$ cat src/rtl/alu_muldiv.sv
// alu_muldiv: multi-cycle MULT/DIV unit with architectural HI/LO.
// Shift-add multiply and restoring divide, one bit per cycle.
module alu_muldiv #(
  parameter int NB_DATA = 32,
  parameter int NB_OP   = 6,
  parameter int NB_CNT  = 6
) (
  input  logic               i_clk,
  input  logic               i_reset,
  input  logic               i_start,
  input  logic [NB_OP-1:0]   i_op,
  input  logic [NB_DATA-1:0] i_datoA,
  input  logic [NB_DATA-1:0] i_datoB,
  output logic               o_busy,
  output logic               o_done,
  output logic               o_stall,
  output logic [NB_DATA-1:0] o_hi,
  output logic [NB_DATA-1:0] o_lo,
  output logic [NB_DATA-1:0] o_result
);

  localparam int N = NB_DATA;

  localparam logic [NB_OP-1:0] F_MFHI  = NB_OP'(6'b010000);
  localparam logic [NB_OP-1:0] F_MTHI  = NB_OP'(6'b010001);
  localparam logic [NB_OP-1:0] F_MFLO  = NB_OP'(6'b010010);
  localparam logic [NB_OP-1:0] F_MTLO  = NB_OP'(6'b010011);
  localparam logic [NB_OP-1:0] F_MULT  = NB_OP'(6'b011000);
  localparam logic [NB_OP-1:0] F_MULTU = NB_OP'(6'b011001);
  localparam logic [NB_OP-1:0] F_DIV   = NB_OP'(6'b011010);
  localparam logic [NB_OP-1:0] F_DIVU  = NB_OP'(6'b011011);

  localparam logic [1:0] S_IDLE = 2'd0;
  localparam logic [1:0] S_RUN  = 2'd1;
  localparam logic [1:0] S_FIX  = 2'd2;

  localparam logic [NB_CNT-1:0] LAST = NB_CNT'(N - 1);

  logic [1:0]        state;
  logic [NB_CNT-1:0] cnt;
  logic [N-1:0]      hi, lo, b_mag;
  logic [2*N-1:0]    acc, acc_nxt;
  logic              is_div, neg_q, neg_r, done;

  logic          op_mul, op_div, op_sgn, op_ok, busy;
  logic          a_neg, b_neg;
  logic [N-1:0]  a_abs, b_abs;
  logic [N:0]    mul_sum, div_sh, div_diff;
  logic [2*N-1:0] prod_fix;
  logic [N-1:0]  q_raw, r_raw, q_fix, r_fix;
  logic [N-1:0]  fix_hi, fix_lo;

  always_comb begin
    op_mul = (i_op == F_MULT) || (i_op == F_MULTU);
    op_div = (i_op == F_DIV) || (i_op == F_DIVU);
    op_sgn = (i_op == F_MULT) || (i_op == F_DIV);
    op_ok  = op_mul || op_div ||
             (i_op == F_MFHI) || (i_op == F_MTHI) ||
             (i_op == F_MFLO) || (i_op == F_MTLO);
    busy   = (state != S_IDLE);
    a_neg  = op_sgn && i_datoA[N-1];
    b_neg  = op_sgn && i_datoB[N-1];
    a_abs  = a_neg ? -i_datoA : i_datoA;
    b_abs  = b_neg ? -i_datoB : i_datoB;
  end

  // Divide keeps {remainder, dividend/quotient} in acc; multiply
  // keeps {partial product, remaining multiplier bits}.
  always_comb begin
    mul_sum  = {1'b0, acc[2*N-1:N]} + (acc[0] ? {1'b0, b_mag} : '0);
    div_sh   = {acc[2*N-1:N], acc[N-1]};
    div_diff = div_sh - {1'b0, b_mag};
    if (!is_div)
      acc_nxt = {mul_sum, acc[N-1:1]};
    else if (div_diff[N])
      acc_nxt = {div_sh[N-1:0], acc[N-2:0], 1'b0};
    else
      acc_nxt = {div_diff[N-1:0], acc[N-2:0], 1'b1};
  end

  // Zero divisor: remainder path already reproduces A after sign fix.
  always_comb begin
    prod_fix = neg_q ? -acc : acc;
    q_raw    = acc[N-1:0];
    r_raw    = acc[2*N-1:N];
    q_fix    = neg_q ? -q_raw : q_raw;
    r_fix    = neg_r ? -r_raw : r_raw;
    if (is_div) begin
      fix_hi = r_fix;
      fix_lo = (b_mag == '0) ? '1 : q_fix;
    end else begin
      fix_hi = prod_fix[2*N-1:N];
      fix_lo = prod_fix[N-1:0];
    end
  end

  always_ff @(posedge i_clk or posedge i_reset) begin
    if (i_reset) begin
      state  <= S_IDLE;
      cnt    <= '0;
      hi     <= '0;
      lo     <= '0;
      acc    <= '0;
      b_mag  <= '0;
      is_div <= 1'b0;
      neg_q  <= 1'b0;
      neg_r  <= 1'b0;
      done   <= 1'b0;
    end else begin
      done <= 1'b0;
      unique case (state)
        S_IDLE: begin
          if (i_start && (op_mul || op_div)) begin
            acc    <= {{N{1'b0}}, a_abs};
            b_mag  <= b_abs;
            is_div <= op_div;
            neg_q  <= a_neg ^ b_neg;
            neg_r  <= a_neg;
            cnt    <= '0;
            state  <= S_RUN;
          end else if (i_start && (i_op == F_MTHI)) begin
            hi <= i_datoA;
          end else if (i_start && (i_op == F_MTLO)) begin
            lo <= i_datoA;
          end
        end
        S_RUN: begin
          acc <= acc_nxt;
          cnt <= cnt + NB_CNT'(1);
          if (cnt == LAST) state <= S_FIX;
        end
        S_FIX: begin
          hi    <= fix_hi;
          lo    <= fix_lo;
          done  <= 1'b1;
          state <= S_IDLE;
        end
        default: state <= S_IDLE;
      endcase
    end
  end

  assign o_busy   = busy;
  assign o_done   = done;
  assign o_stall  = busy && i_start && op_ok;
  assign o_hi     = hi;
  assign o_lo     = lo;
  assign o_result = (i_op == F_MFHI) ? hi :
                    (i_op == F_MFLO) ? lo : '0;

endmodule

$ cat config.mk
export PLATFORM = sky130hd
export DESIGN_NAME = alu_muldiv
export DESIGN_NICKNAME = d
export VERILOG_FILES = /design/src/rtl/alu_muldiv.sv
export SDC_FILE = /design/constraint.sdc
export NUM_CORES = 1
export LEC_CHECK = 0
export BUFFER_PORTS_ARGS = -buffer_cell sky130_fd_sc_hd__buf_2
export CAP_MARGIN = 25
export CORE_MARGIN = 8
export CORE_UTILIZATION = 60
export CTS_CLUSTER_SIZE = 12
export DETAILED_ROUTE_END_ITERATION = 6
export GPL_TIMING_DRIVEN = 0
export PLACE_DENSITY = 0.82
export SETUP_SLACK_MARGIN = 0.3
export SLEW_MARGIN = 20
export SYNTH_ARGS = -nofsm -noshare
export SYNTH_HDL_FRONTEND = slang
export SYNTH_SLANG_ARGS = --single-unit
$ cat constraint.sdc
create_clock -name i_clk -period 6.9 [get_ports i_clk]
set_input_delay 0.69 -clock i_clk [delete_from_list [all_inputs] [get_ports i_clk]]
set_output_delay 0.69 -clock i_clk [all_outputs]
set_load 0.1 [all_outputs]
==> results of run 1 <==
[per-stage QoR]
stage | hold slack [ps] | utilization [%] | setup TNS [ps] | power [mW] | instances
CTS | 270 | 68.3 | 0 | 5.79 | 2388
floorplan | 448 | - | 0 | 3.93 | 1860
global placement | 464 | 65.6 | -71140 | 4.75 | 2354
detailed placement | 475 | 65.9 | 0 | 4.81 | 2356
finish | 245 | 68.3 | 0 | 5.90 | 2388
global route | 281 | 68.3 | 0 | 6.23 | 2388
[cells by family after synthesis]
family / synth area share, %
simple gates: 19.6
compound gates: 25.3
fa+ha+maj: 6.22
xor+xnor: 9.78
mux: 4.55
buf+inv: 4.87
flops: 29.7
[power groups by stage]
stage               clock network, mW  registers [mW]  logic [mW]
detailed placement                  0            1.63        3.19
global route                     1.01            1.65        3.58
finish                          0.981            1.63        3.29
global placement                    0            1.62        3.13
CTS                             0.971            1.61        3.21
floorplan                           0            1.65        2.28
[routing by layer]
layer / share of wire, % / global-route usage [%]
met4: 6.3 / 22.3
met5: 0 / 0
met2: 45 / 58.9
met3: 9.9 / 7.41
met1: 38 / 43.6
[cells in the final DEF (no fill, tap or decap), types with 26 or more instances in the layout]
master,Yosys,final
sky130_fd_sc_hd__xnor2_1,94,94
sky130_fd_sc_hd__clkbuf_1,96,96
sky130_fd_sc_hd__a21oi_1,168,168
sky130_fd_sc_hd__nor3_1,37,37
sky130_fd_sc_hd__ha_1,69,69
sky130_fd_sc_hd__o22ai_1,26,26
sky130_fd_sc_hd__nand2_1,170,170
sky130_fd_sc_hd__nand3_1,32,32
sky130_fd_sc_hd__o21ai_0,172,172
sky130_fd_sc_hd__inv_1,69,68
sky130_fd_sc_hd__mux2i_1,66,66
sky130_fd_sc_hd__dfrtp_1,172,172
sky130_fd_sc_hd__a211oi_1,39,39
sky130_fd_sc_hd__nor2_1,234,234
sky130_fd_sc_hd__buf_2,4,174
sky130_fd_sc_hd__xor2_1,68,68
[worst min path at each step]
stage | end | slack, ps | cells past startpoint
floorplan | cnt[5] | 450 | 1
global placement | b_mag[19] | 460 | 2
detailed placement | b_mag[17] | 470 | 2
CTS | o_lo[14] | 270 | 2
global route | o_lo[13] | 280 | 2
finish | o_lo[14] | 240 | 2
[critical path: cells and delay by family (launching register included)]
family,cells,cell delay [ps]
AO/OA/AOI/OAI,8,2900
AND/OR/NAND/NOR,2,210
buffers and inverters,2,660
adder cells (fa/ha/maj),1,340
flip-flops,1,500
[state kept, by name, summed over array words and instances (netlist names)]
name,flops
neg_r,1
is_div,1
neg_q,1
o_lo,32
state,2
cnt,6
b_mag,32
o_done,1
o_hi,32
acc,64
[final cells by class]
type / count / area [sq um]
clock inverters: 15 / 153
plain buffers: 112 / 448
inverters: 69 / 267
multi-input cells: 1507 / 9500
clock buffers: 17 / 425
repair buffers: 172 / 906
flip-flops and latches: 172 / 4300
well taps: 324 / 405
fillers: 2126 / 7620
==> flow_results.org, run 1 <==
** Run status
- Result of the run :: finished with violations
- The final reports fail on DRC.

** Logic synthesis
- After synthesis, flip-flops and latches occupy 29.7% of the total area.
- Number of distinct standard cells referenced by the synthesized netlist :: 70
- In the post-synthesis netlist, the biggest area contributors are sky130_fd_sc_hd__dfrtp_1 (30%), sky130_fd_sc_hd__nor2_1 (6.1%), sky130_fd_sc_hd__ha_1 (5.9%), sky130_fd_sc_hd__o21ai_0 (5.9%), sky130_fd_sc_hd__a21oi_1 (5.8%).
- The synthesized design spends more area on one cell type than any other, namely sky130_fd_sc_hd__dfrtp_1.
- Average size of a mapped cell :: roughly 8 sq um
- The cell area that synthesis handed to floorplanning was between 0.01 and 0.015 sq mm.
- Net count after synthesis :: 2004
- Yosys mapped a number of flops with a built-in enable equal to 0.
- Portion of synthesized cell area occupied by the leading cell type :: 29.7%
- Leading register cell type out of synthesis :: sky130_fd_sc_hd__dfrtp_1
- During synthesis, Yosys emitted a total of 0 warnings.
- Synthesis produced 1860 cells.
- Most instantiated cells after synthesis :: sky130_fd_sc_hd__nor2_1 (234), sky130_fd_sc_hd__dfrtp_1 (172), sky130_fd_sc_hd__o21ai_0 (172), sky130_fd_sc_hd__nand2_1 (170), sky130_fd_sc_hd__a21oi_1 (168)
- sky130_fd_sc_hd__nor2_1 is the most common cell in the netlist.
- FF+latch count, synth :: 172
- Post-synthesis async set-or-reset flop share :: 100%

** Setup path
- Setup slack on the worst reg-to-reg path comes out at around 2200 ps.
- FF-to-FF Start :: acc[0]
- Critical path fanouts, max :: 10
- Critical path capture point :: acc[58]
- CP most frequent cell :: sky130_fd_sc_hd__nor2_1
- The worst setup path is launched from a flip-flop.
- On the critical path, the stage with the largest delay is an instance of sky130_fd_sc_hd__o41ai_2.
- In this run the critical register-to-register path is captured at acc[58].
- Data on the critical path is required at its endpoint by 7270 ps.
- In this run the worst setup path begins at acc[0].
- The worst setup path is of the flip-flop to flip-flop kind.
- Maximum single-stage delay on the critical path :: approximately 740 ps
- At the worst endpoint, the arrival time is 5050 ps.
- The worst register-to-register path has a depth of 13.
- STA classifies the critical path endpoint as a flip-flop.
- The critical path goes through inv_1 -> clkbuf_1 -> nor2_1 -> ha_1 -> o21ai_0 -> nor2_1 -> o41ai_2 -> o311ai_0 -> a311oi_1 -> o21ai_1 -> a2111oi_0 -> a31oi_1 -> o211ai_1.

** Die
- Die extent in y :: 172 um
- From left edge to right edge, the die measures 172 um.
- Starting density of the core :: 60.4%
- Cell row count :: between 50 and 60
- Area of the die :: 0.0294 sq mm
- The floorplan step defined a core boundary enclosing approximately 0.024 sq mm.
- In this run the count of I/O pins placed on the die edge is roughly 170.

** STA
- On the final layout, the worst clock skew is 17.1 ps.
- Timing would allow up to 214 MHz.
- The number of hold-slack violations in the final timing report was 0.
- The routed design could run at a clock period as short as 4680 ps.
- RSZ-0062 raised after global routing :: no
- Final clock period utilization by the worst path :: 67.9%
- Headroom to the max-slew limit came out at between 30% and 40%.
- Setup slack on the critical path of the routed design comes to around 2200 ps.
- Setup violations remaining at the end of the flow were counted as 0.
- Final max-slew violation count :: 0
- Slew of the pin with the lowest slew margin :: 942 ps

** Power and ir drop
- IR analysis of the VDD net gives a maximum drop of between 0.15 and 0.2 mV.
- Proportion of power drawn by combinational gates :: approximately 56%
- Net Sw Frac :: 50.6%
- Internal power of the cells :: 2.91 mW
- In this run, the clock network consumes 16.6% of the power.
- Static leakage power :: 7.09 nW
- In this run, flip-flops and latches consume 27.7% of the power.
- Summed over all nets, the switching power comes to 2.99 mW.
- Power Dens Cells :: approximately 360 mW/mm^2

** Placement
- Placer's final routability congestion estimate :: between 0.9 and 1
- Count of input and output buffers :: 170
- Worst setup timing slack at the placement stage :: 2420 ps
- Instance area after placement :: approximately 0.016 sq mm
- Detailed placer's ending HPWL :: between 40 and 50 mm

** Clock tree
- Gates resized, CTS repair :: 0
- TritonCTS built the clock tree.
- The number of hold buffers added after CTS was 0.
- The clock reaches the later pin of the worst-skew pair after about 460 ps.
- Clock sink count :: 172
- The clock passes through at most 2 buffers.
- Post-CTS Repair Setup Buffers :: 0
- Clock-pin slew was measured on the worst setup and hold paths at 80 ps.
- The clock tree synthesis step divided the H-tree into 4 levels.
- Number of CTS-inserted buffers :: 17
- The tree is rooted in a sky130_fd_sc_hd__clkbuf_16.

** GRT
- Total overflow reported by the global router :: 0
- The number of antenna violations at the first check in global routing came to 0.
- Combined global-route utilization of all metal layers :: 36.2%
- The first global-routing pass estimated 82.6 mm of wire.
- Entering global routing, the biggest net connects 61 pins.
- The via count of the first global-routing pass is around 15000.

** Layout
- The area growth from synthesis to layout is 13.1%.
- Antenna Diode Count :: 0
- After routing the design area is 0.0164 sq mm.
- Post-layout net count :: 2195
- In the final layout, the share of cells above drive strength 1 is a little under an eighth.

** Hold path
- Type of the tightest min-delay check :: input port to async pin

** Drt
- The detail route stage leaves a number of antenna-violating nets equal to 0.
- Via density per instance :: 6.48
- DRC errors left :: 11
- Wire length reported by the detailed router :: 53.7 mm
- Vias after detailed routing :: 15500
- In the final routed layout, each cell accounts on average for 22.5 um.
- Initial DRT Pass Iterations :: 7
- After the first detailed-routing iteration, the DRC count stood at around 1800.

** Run
- The tool flagged a number of max-cap violations equal to 0.
(Power assumes the default switching activity.)
==> inputs of run 2 (changes only) <==
--- a/config.mk
+++ b/config.mk
@@ -5,14 +5,15 @@
 export SDC_FILE = /design/constraint.sdc
 export NUM_CORES = 1
 export LEC_CHECK = 0
+export ABC_AREA = 1
 export BUFFER_PORTS_ARGS = -buffer_cell sky130_fd_sc_hd__buf_2
 export CAP_MARGIN = 25
 export CORE_MARGIN = 8
-export CORE_UTILIZATION = 60
+export CORE_UTILIZATION = 56
 export CTS_CLUSTER_SIZE = 12
 export DETAILED_ROUTE_END_ITERATION = 6
 export GPL_TIMING_DRIVEN = 0
-export PLACE_DENSITY = 0.82
+export PLACE_DENSITY = 0.79
 export SETUP_SLACK_MARGIN = 0.3
 export SLEW_MARGIN = 20
 export SYNTH_ARGS = -nofsm -noshare
==> constraint.sdc (replaced) <==
create_clock -name i_clk -period 3.8 [get_ports i_clk]
set_input_delay 0.38 -clock i_clk [delete_from_list [all_inputs] [get_ports i_clk]]
set_output_delay 0.38 -clock i_clk [all_outputs]
set_load 0.1 [all_outputs]
==> run 2 against run 1 <==
Against the previous run:
- the flow still finishes with violations (DRC)
- synthesized cell count grew 65%
- sequential cell count unchanged
- hold slack got worse by 24 ps
- global-route usage up 4.9 points
- routed wire length increased by 51%
- count of clock-buffer cells in the layout stayed put
- non-clock buffer count is 5 lower
- cell area grew 22%
==> flow_results.org, run 2 <==
** GRT
- The first global-routing pass estimated 121 mm of wire.
- The number of antenna violations at the first check in global routing came to 0.
- The via count of the first global-routing pass is 20700.
- Across every metal layer, demand over resource in global routing totals 41.1%.
- For this run the aggregate overflow at the end of global routing stands at 0.
- Largest net degree at the start of global routing :: 34

** Setup path
- For the worst setup path, the data arrival time is 3750 ps.
- The worst setup path is captured at a flip-flop.
- Critical path capture point :: acc[60]
- Type of the worst setup path :: flip-flop to flip-flop
- Critical path fanouts, max :: 10
- FF-to-FF Start :: acc[31]
- The most critical setup path has its startpoint at acc[31].
- Startpoint type of the worst setup path :: flip-flop
- Capturing point of the worst reg2reg path :: acc[60]
- The worst register-to-register path has a depth of 20.
- Slack of the worst reg-to-reg path :: 400 ps
- Data on the critical path is required at its endpoint by 4150 ps.

** Logic synthesis
- After synthesis, the cell types taking the most area are sky130_fd_sc_hd__dfrtp_1 (24%), sky130_fd_sc_hd__nand2_1 (17%), sky130_fd_sc_hd__inv_1 (10%), sky130_fd_sc_hd__nand3_1 (8.3%), sky130_fd_sc_hd__nor2_1 (7.9%).
- Portion of synthesized cell area occupied by the leading cell type :: 24.1%
- Summed over all instances, the cell type with the most area after synthesis is sky130_fd_sc_hd__dfrtp_1.
- In the synthesized netlist the dominant register cell turns out to be sky130_fd_sc_hd__dfrtp_1.
- Summing the areas of all fa, ha and maj instances in the mapped netlist gives 5.05% of the synthesized area.
- Summing the areas of all xor and xnor instances in the mapped netlist gives 2.35% of the synthesized area.
- In this run, distinct cell masters in the synthesized netlist total 50.
- Post-synthesis async set-or-reset flop share :: 100%
- Complex-gate fraction of the synthesized area :: 15.7%
- Net count after synthesis :: 3214
- The Yosys step of the flow raised 0 warnings.
- FF+latch count, synth :: approximately 170
- Most instantiated cells after synthesis :: sky130_fd_sc_hd__nand2_1 (809), sky130_fd_sc_hd__inv_1 (492), sky130_fd_sc_hd__nor2_1 (376), sky130_fd_sc_hd__nand3_1 (296), sky130_fd_sc_hd__o21ai_0 (206)
- Cell count after synthesis :: between 3000 and 4000
- Yosys instantiated no cell more often than sky130_fd_sc_hd__nand2_1.
- Multiplexer cells account for 0% of the synthesized area.
- The share of the Yosys chip area taken by registers is between 20 and 25%.
- Simple-gate area share of the yosys netlist :: 39.8%
- Largest family of logic cells by synthesized area :: simple AND/OR/NAND/NOR gates
- A synthesized cell averages 5.83 sq um.
- Yosys mapped a number of flops with a built-in enable equal to 0.
- Area of the mapped netlist :: around 0.018 sq mm

** Hold path
- The path class of the tightest hold or removal check is input port to flip-flop.

** Layout
- Proportion of layout cells with a drive suffix above 1 :: under 10%
- Most common cell after layout, fill and taps aside :: sky130_fd_sc_hd__nand2_1
- Leaving out fill and tap cells, the most frequent cells in the layout are sky130_fd_sc_hd__nand2_1 (809), sky130_fd_sc_hd__inv_1 (490), sky130_fd_sc_hd__nor2_1 (376).
- The net count of the finished layout is about 3400.
- The register with the most flip-flops in the final layout is acc.
- Final standard cell utilization of the core :: a little under two thirds
- Antenna Diode Count :: 0
- The finished cells cover approximately 0.02 sq mm.
- The register with the most flip-flops in the layout has 64 of them.
- Signed area change from the synthesized netlist to the final layout :: 12.0%

** STA
- Setup violations remaining at the end of the flow were counted as 0.
- At the pin with the least slew margin, the transition time is 922 ps.
- Final Skew :: roughly 19 ps
- Setup repair after global routing could not meet its margin everywhere.
- Final clock period utilization by the worst path :: approximately nine tenths
- Final max-slew violation count :: 0
- Min cycle time layout :: 3400 ps
- The worst pin sits at a relative slew slack of 38.1%.
- Maximum clock frequency :: 294 MHz
- Final sum of negative setup slack :: 0 ps
- Final hold violation count :: 0

** Clock tree
- Clock sink count :: 172
- Number of CTS-inserted buffers :: 17
- Clock latency reported for the late side of the worst-skew pair :: 470 ps
- Clock transition at the register clock pins on the worst setup and hold paths after CTS :: 90 ps
- Clock tree from TritonCTS :: built
- H-Tree Depth :: 4
- The longest clock path from root to sink contains 2 buffers.
- Clock tree synthesis selected as its root buffer the cell sky130_fd_sc_hd__clkbuf_16.

** Run status
- The final reports fail on DRC.
- Result of the run :: finished with violations

** Drt
- Vias after detailed routing :: 22400
- The pre-antenna-repair detailed-routing pass consisted of 7 iterations.
- Average wire length per cell after detail routing :: 22.0 um
- Detailed router's first-iteration violation count :: 3217
- Wires add up to between 80 and 90 mm.
- Via density per instance :: 6.10
- Antenna Nets Post-Route :: 0
- In the routed design, unresolved DRC markers number 12.

** Power and ir drop
- The completed layout was analyzed and its total power is approximately 21 mW.
- The worst-case IR drop observed on VDD is 0.758 mV.
- For this design the static power due to leakage is about 11 nW.
- Power spread over the standard cell area amounts to 1060 mW/mm^2.

** Die
- 172 I/O pins were placed.
- The core region is 0.0315 sq mm.
- Cell row count :: 65
- Die W :: 195 um
- The floorplan step set the die height to between 150 and 200 um.
- Starting density of the core :: 56.8%
- The floorplan step defined a die boundary enclosing 0.0379 sq mm.

** Run
- Max-cap violations in this run came to 0.

** Placement
- Instance area after placement :: 0.0194 sq mm
- Detailed placer's ending HPWL :: approximately 67 mm
- Buffers placed on the I/O ports in this run total 171.
- Placer's final routability congestion estimate :: 1.09
==> run 2: metal layers <==
metal | track usage [%] | part of all wire [%]
met5 | 0 | 0
met3 | 11.9 | 13
met2 | 62.5 | 42
met1 | 50.4 | 37
met4 | 27.0 | 7.6
==> run 2: power by group <==
group	total (mW)	internal [mW]	leakage, nW	switching [mW]
sequential	4.03	2.67	2.04	1.36
clock	1.94	0.957	0.304	0.983
combinational	15.2	4.02	8.34	11.2
==> run 2: metrics by stage <==
stage / std cells / hold slack, ps / setup WS [ps]
6_report: 3682 / 221 / 398
4_1_cts: 3682 / 219 / 477
3_3_place_gp: 3643 / 492 / 90.4
5_1_grt: 3682 / 246 / 297
3_5_place_dp: 3649 / 458 / 502
2_1_floorplan: 3070 / 473 / 590
==> run 2: logic make-up after synthesis <==
| logic type | after synthesis |
|---|---|
| XOR/XNOR | 48 |
| AO/OA/AOI/OAI | 513 |
| adder cells (fa/ha/maj) | 71 |
| flip-flops | 172 |
| AND/OR/NAND/NOR | 1664 |
| buffers and inverters | 602 |
==> run 2: what timing repair did <==
| item | 4_1_cts | 5_1_grt |
|---|---|---|
| hold buffers | 1 | 0 |
| endpoints found under the hold margin | 14 | 0 |
| setup endpoints to repair | 0 | 5 |
| resized for setup | 0 | 3 |
| buffers inserted | 0 | 0 |
==> run 2: final cells by class <==
| type | count | area, sq um |
|---|---|---|
| sequential | 172 | 4310 |
| clock buffer | 17 | 425 |
| multi-input combinational | 2296 | 11300 |
| timing repair buffer | 178 | 1010 |
| clock inverter | 15 | 200 |
| inverter | 501 | 1880 |
| buffer | 101 | 440 |
| fill | 3013 | 11400 |
| tap | 402 | 503 |
==> run 2: worst min path at each step <==
| stage | start | endpoint | slack [ps] | cells past startpoint |
|---|---|---|---|---|
| after floorplan | cnt[4] | cnt[5] | 470 | 1 |
| after global placement | cnt[4] | cnt[5] | 490 | 1 |
| after detailed placement | i_reset | acc[62] | 460 | 2 |
| after CTS | i_datoB[31] | neg_q | 220 | 2 |
| after global routing | i_datoB[16] | b_mag[16] | 250 | 3 |
| final | i_datoB[31] | neg_q | 220 | 2 |
==> run 2: critical path, cell delays in order, from the launching register on <==
cell and delay, ps:
sky130_fd_sc_hd__dfrtp_1 520, sky130_fd_sc_hd__inv_2 190, sky130_fd_sc_hd__ha_1 270, sky130_fd_sc_hd__fa_1 420, sky130_fd_sc_hd__inv_1 70, sky130_fd_sc_hd__nand2_1 40
sky130_fd_sc_hd__nand2_1 90, sky130_fd_sc_hd__nand3_1 90, sky130_fd_sc_hd__nand2_2 130, sky130_fd_sc_hd__nand2_1 70, sky130_fd_sc_hd__nand2_1 160, sky130_fd_sc_hd__nand2_2 110
sky130_fd_sc_hd__nand2_2 90, sky130_fd_sc_hd__nand2_1 60, sky130_fd_sc_hd__nand2_2 200, sky130_fd_sc_hd__buf_4 250, sky130_fd_sc_hd__nand2_1 180, sky130_fd_sc_hd__nand2_1 100
sky130_fd_sc_hd__nand2_1 50, sky130_fd_sc_hd__nand3_1 100, sky130_fd_sc_hd__nand2_1 60
==> inputs of run 3 (changes only) <==
==> constraint.sdc (replaced) <==
create_clock -name i_clk -period 3.8 [get_ports i_clk]
set_input_delay 0.76 -clock i_clk [delete_from_list [all_inputs] [get_ports i_clk]]
set_output_delay 0.76 -clock i_clk [all_outputs]
set_load 0.1 [all_outputs]
==> run 3 against run 2 <==
Against the previous run:
- the flow now finishes without violations
- cell count increased by 0.11%
- register-to-register slack improved by 170 ps
- cell area about the same
- combinational power about the same
- largest cell class unchanged
- core utilization about the same
- sequential share of layout area about the same
- highest routed layer is now met5
==> flow_results.org, run 3 (synthesis results as in run 2) <==
** Placement
- Worst setup timing slack at the placement stage :: 329 ps
- In this run the cell area measured after placement is 0.0194 sq mm.
- Once detailed placement completed, the half-perimeter wirelength came to 65.5 mm.
- At the end of routability-driven placement, the weighted congestion stood at 1.07.
- Port buffering added 171 buffers.
- Including well taps, the total number of placed cells is 3649.

** STA
- The count of final max-slew check failures is 0.
- The number of hold-slack violations in the final timing report is 0.
- Measured against its own limit, the worst slew margin works out to 33.7%.
- RSZ-0062 raised after global routing :: no
- Maximum clock frequency :: 309 MHz
- Setup violations remaining at the end of the flow were counted as 0.
- In the post-route analysis, the smallest setup slack over all paths is 564 ps.
- Final clock period utilization by the worst path :: between 80% and 90%
- Final Skew :: between 15 and 20 ps
- Min cycle time layout :: roughly 3200 ps
- The tightest hold path in the finished design has a slack of 258 ps.
- For the pin with the worst max-slew slack, the measured transition is between 900 and 1000 ps.

** Clock tree
- TritonCTS built the clock tree.
- Post-CTS Hold Buffers :: 0
- Buffer type at the clock tree root :: sky130_fd_sc_hd__clkbuf_16
- Clock transition at the register clock pins on the worst setup and hold paths after CTS :: around 90 ps
- Clock latency reported for the late side of the worst-skew pair :: between 400 and 500 ps
- The longest clock path from root to sink contains 2 buffers.
- Number of CTS-inserted buffers :: 17
- H-Tree Depth :: 4
- Clock sink count :: 172

** Setup path
- By startpoint and endpoint, the worst setup path is classified as flip-flop to flip-flop.
- For the worst setup path, the data required time is roughly 4200 ps.
- Along the worst path, the maximum fanout reaches 10.
- Startpoint type of the worst setup path :: flip-flop
- The worst setup path is captured at a flip-flop.
- Worst path arrival time :: 3590 ps

** Die
- In this run the vertical extent of the chip is 195 um.
- Cell row count :: 65
- The region available for standard cell placement spans 0.0315 sq mm.
- The initial utilization of the core area, before any placement, comes to 56.8%.
- Num ports :: 172
- From left edge to right edge, the die measures slightly below 200 um.
- Area of the die :: between 0.03 and 0.04 sq mm

** GRT
- After global routing the overflow that remains totals 0.
- The first global-routing pass estimated 120 mm of wire.
- Combined global-route utilization of all metal layers :: about 41%
- Antenna violations before repair :: 3
- Number of global-route vias before repair :: 20600
- Entering global routing, the biggest net connects 36 pins.

** Drt
- Vias after detailed routing :: 22300
- Via density per instance :: 6.04
- DRC errors left :: 0
- Dividing the detail-routed wire length by the instance count gives 21.5 um.
- Wire length reported by the detailed router :: roughly 79 mm
- Once detail routing completed, the nets flagged for antenna violations numbered 0.
- Detailed router's first-iteration violation count :: 2906
- Initial DRT Pass Iterations :: 7

** Power and ir drop
- In this run the power density over the cells is between 1000 and 1500 mW/mm^2.
- Worst voltage drop across the vdd grid :: 0.822 mV
- Summed over all cells, the static leakage comes to 10.7 nW.

** Layout
- The finished cells cover 0.0200 sq mm.
- After the last flow step, the layout net total stands at 3414.
- Largest reg by FF count :: acc
- The library cells used most frequently in the layout, excluding fill and tap cells, are sky130_fd_sc_hd__nand2_1 (809), sky130_fd_sc_hd__inv_1 (490), sky130_fd_sc_hd__nor2_1 (376).
- Proportion of layout cells with a drive suffix above 1 :: 9.72%
- Fill cells in the final layout number 3127.
- Excluding fillers, the count of instances in the completed layout stands at about 3700.
- Signed area change from the synthesized netlist to the final layout :: 12.0%
- Once layout is complete, the utilization of the core stands at 63.6%.
- Most common cell after layout, fill and taps aside :: sky130_fd_sc_hd__nand2_1
- Max reg flops :: 64

** Hold path
- Type of the tightest min-delay check :: input port to async pin

** Run status
- The run finished with clean final reports.

** Run
- Number of violations of the max-capacitance limit :: 0
-- run 3: where the power goes --
part           leakage (nW)  total (mW)  internal (mW)  switching, mW
Clock                 0.296        1.87          0.908          0.964
Sequential             2.04        4.04           2.67           1.37
Combinational          8.34        15.1           4.03           11.1
Total                  10.7        21.1           7.60           13.5
-- run 3: layout make-up --
class                           instances  area [sq um]  area share [%]
Antenna cell                            1          2.50          0.0125
Buffer                                101           440            2.20
Clock buffer                           18           439            2.19
Clock inverter                         14           165           0.825
Inverter                              501          1890            9.43
Multi-Input combinational cell       2296         11300            56.3
Sequential cell                       172          4310            21.5
Tap cell                              402           503            2.51
Timing Repair Buffer                  181          1010            5.06
-- run 3: worst paths after layout --
path / cells after the start / slack, ps / to / startpoint
setup / recovery: 8 / 560 / acc[47] / is_div
hold / removal: 2 / 260 / o_done / i_reset
setup reg to reg: 8 / 560 / acc[47] / is_div
hold reg to reg: 2 / 520 / o_lo[11] / o_lo[11]
max in group asynchronous: 5 / 2670 / cnt[4] / i_reset
min in group i_clk: 2 / 520 / o_lo[11] / o_lo[11]
-- run 3: timing repair --
action / CTS / global route
endpoints found under the setup margin: 0 / 33
setup buffers: 0 / 4
resized for setup: 0 / 4
endpoints found under the hold margin: 0 / 0
-- run 3: metrics by stage --
stage | setup TNS (ps) | power, mW
after floorplan | 0 | 14.3
after global placement | -41670 | 18.2
after detailed placement | 0 | 18.6
after CTS | 0 | 20.4
after global routing | 0 | 22.4
final | 0 | 21.1
-- run 3: critical path, stage by stage (launching register included) --
cell and delay [ps]:
sky130_fd_sc_hd__dfrtp_1 360, sky130_fd_sc_hd__clkbuf_1 360, sky130_fd_sc_hd__inv_1 220, sky130_fd_sc_hd__clkbuf_1 600, sky130_fd_sc_hd__buf_2 430, sky130_fd_sc_hd__clkbuf_1 650
sky130_fd_sc_hd__nand3_1 290, sky130_fd_sc_hd__nand3_1 150, sky130_fd_sc_hd__nand2_1 60
-- run 3: routing by layer --
| layer | vias up | global-route usage (%) | routed length, um | share of wire, % |
|---|---|---|---|---|
| met5 | - | 0 | 27 | 0.034 |
| met4 | 4 | 26.2 | 6070 | 7.7 |
| met3 | 291 | 11.7 | 10800 | 14 |
| met2 | 1584 | 61.1 | 32900 | 42 |
| met1 | 10100 | 50.3 | 29400 | 37 |
| li1 | 10300 | - | - | - |
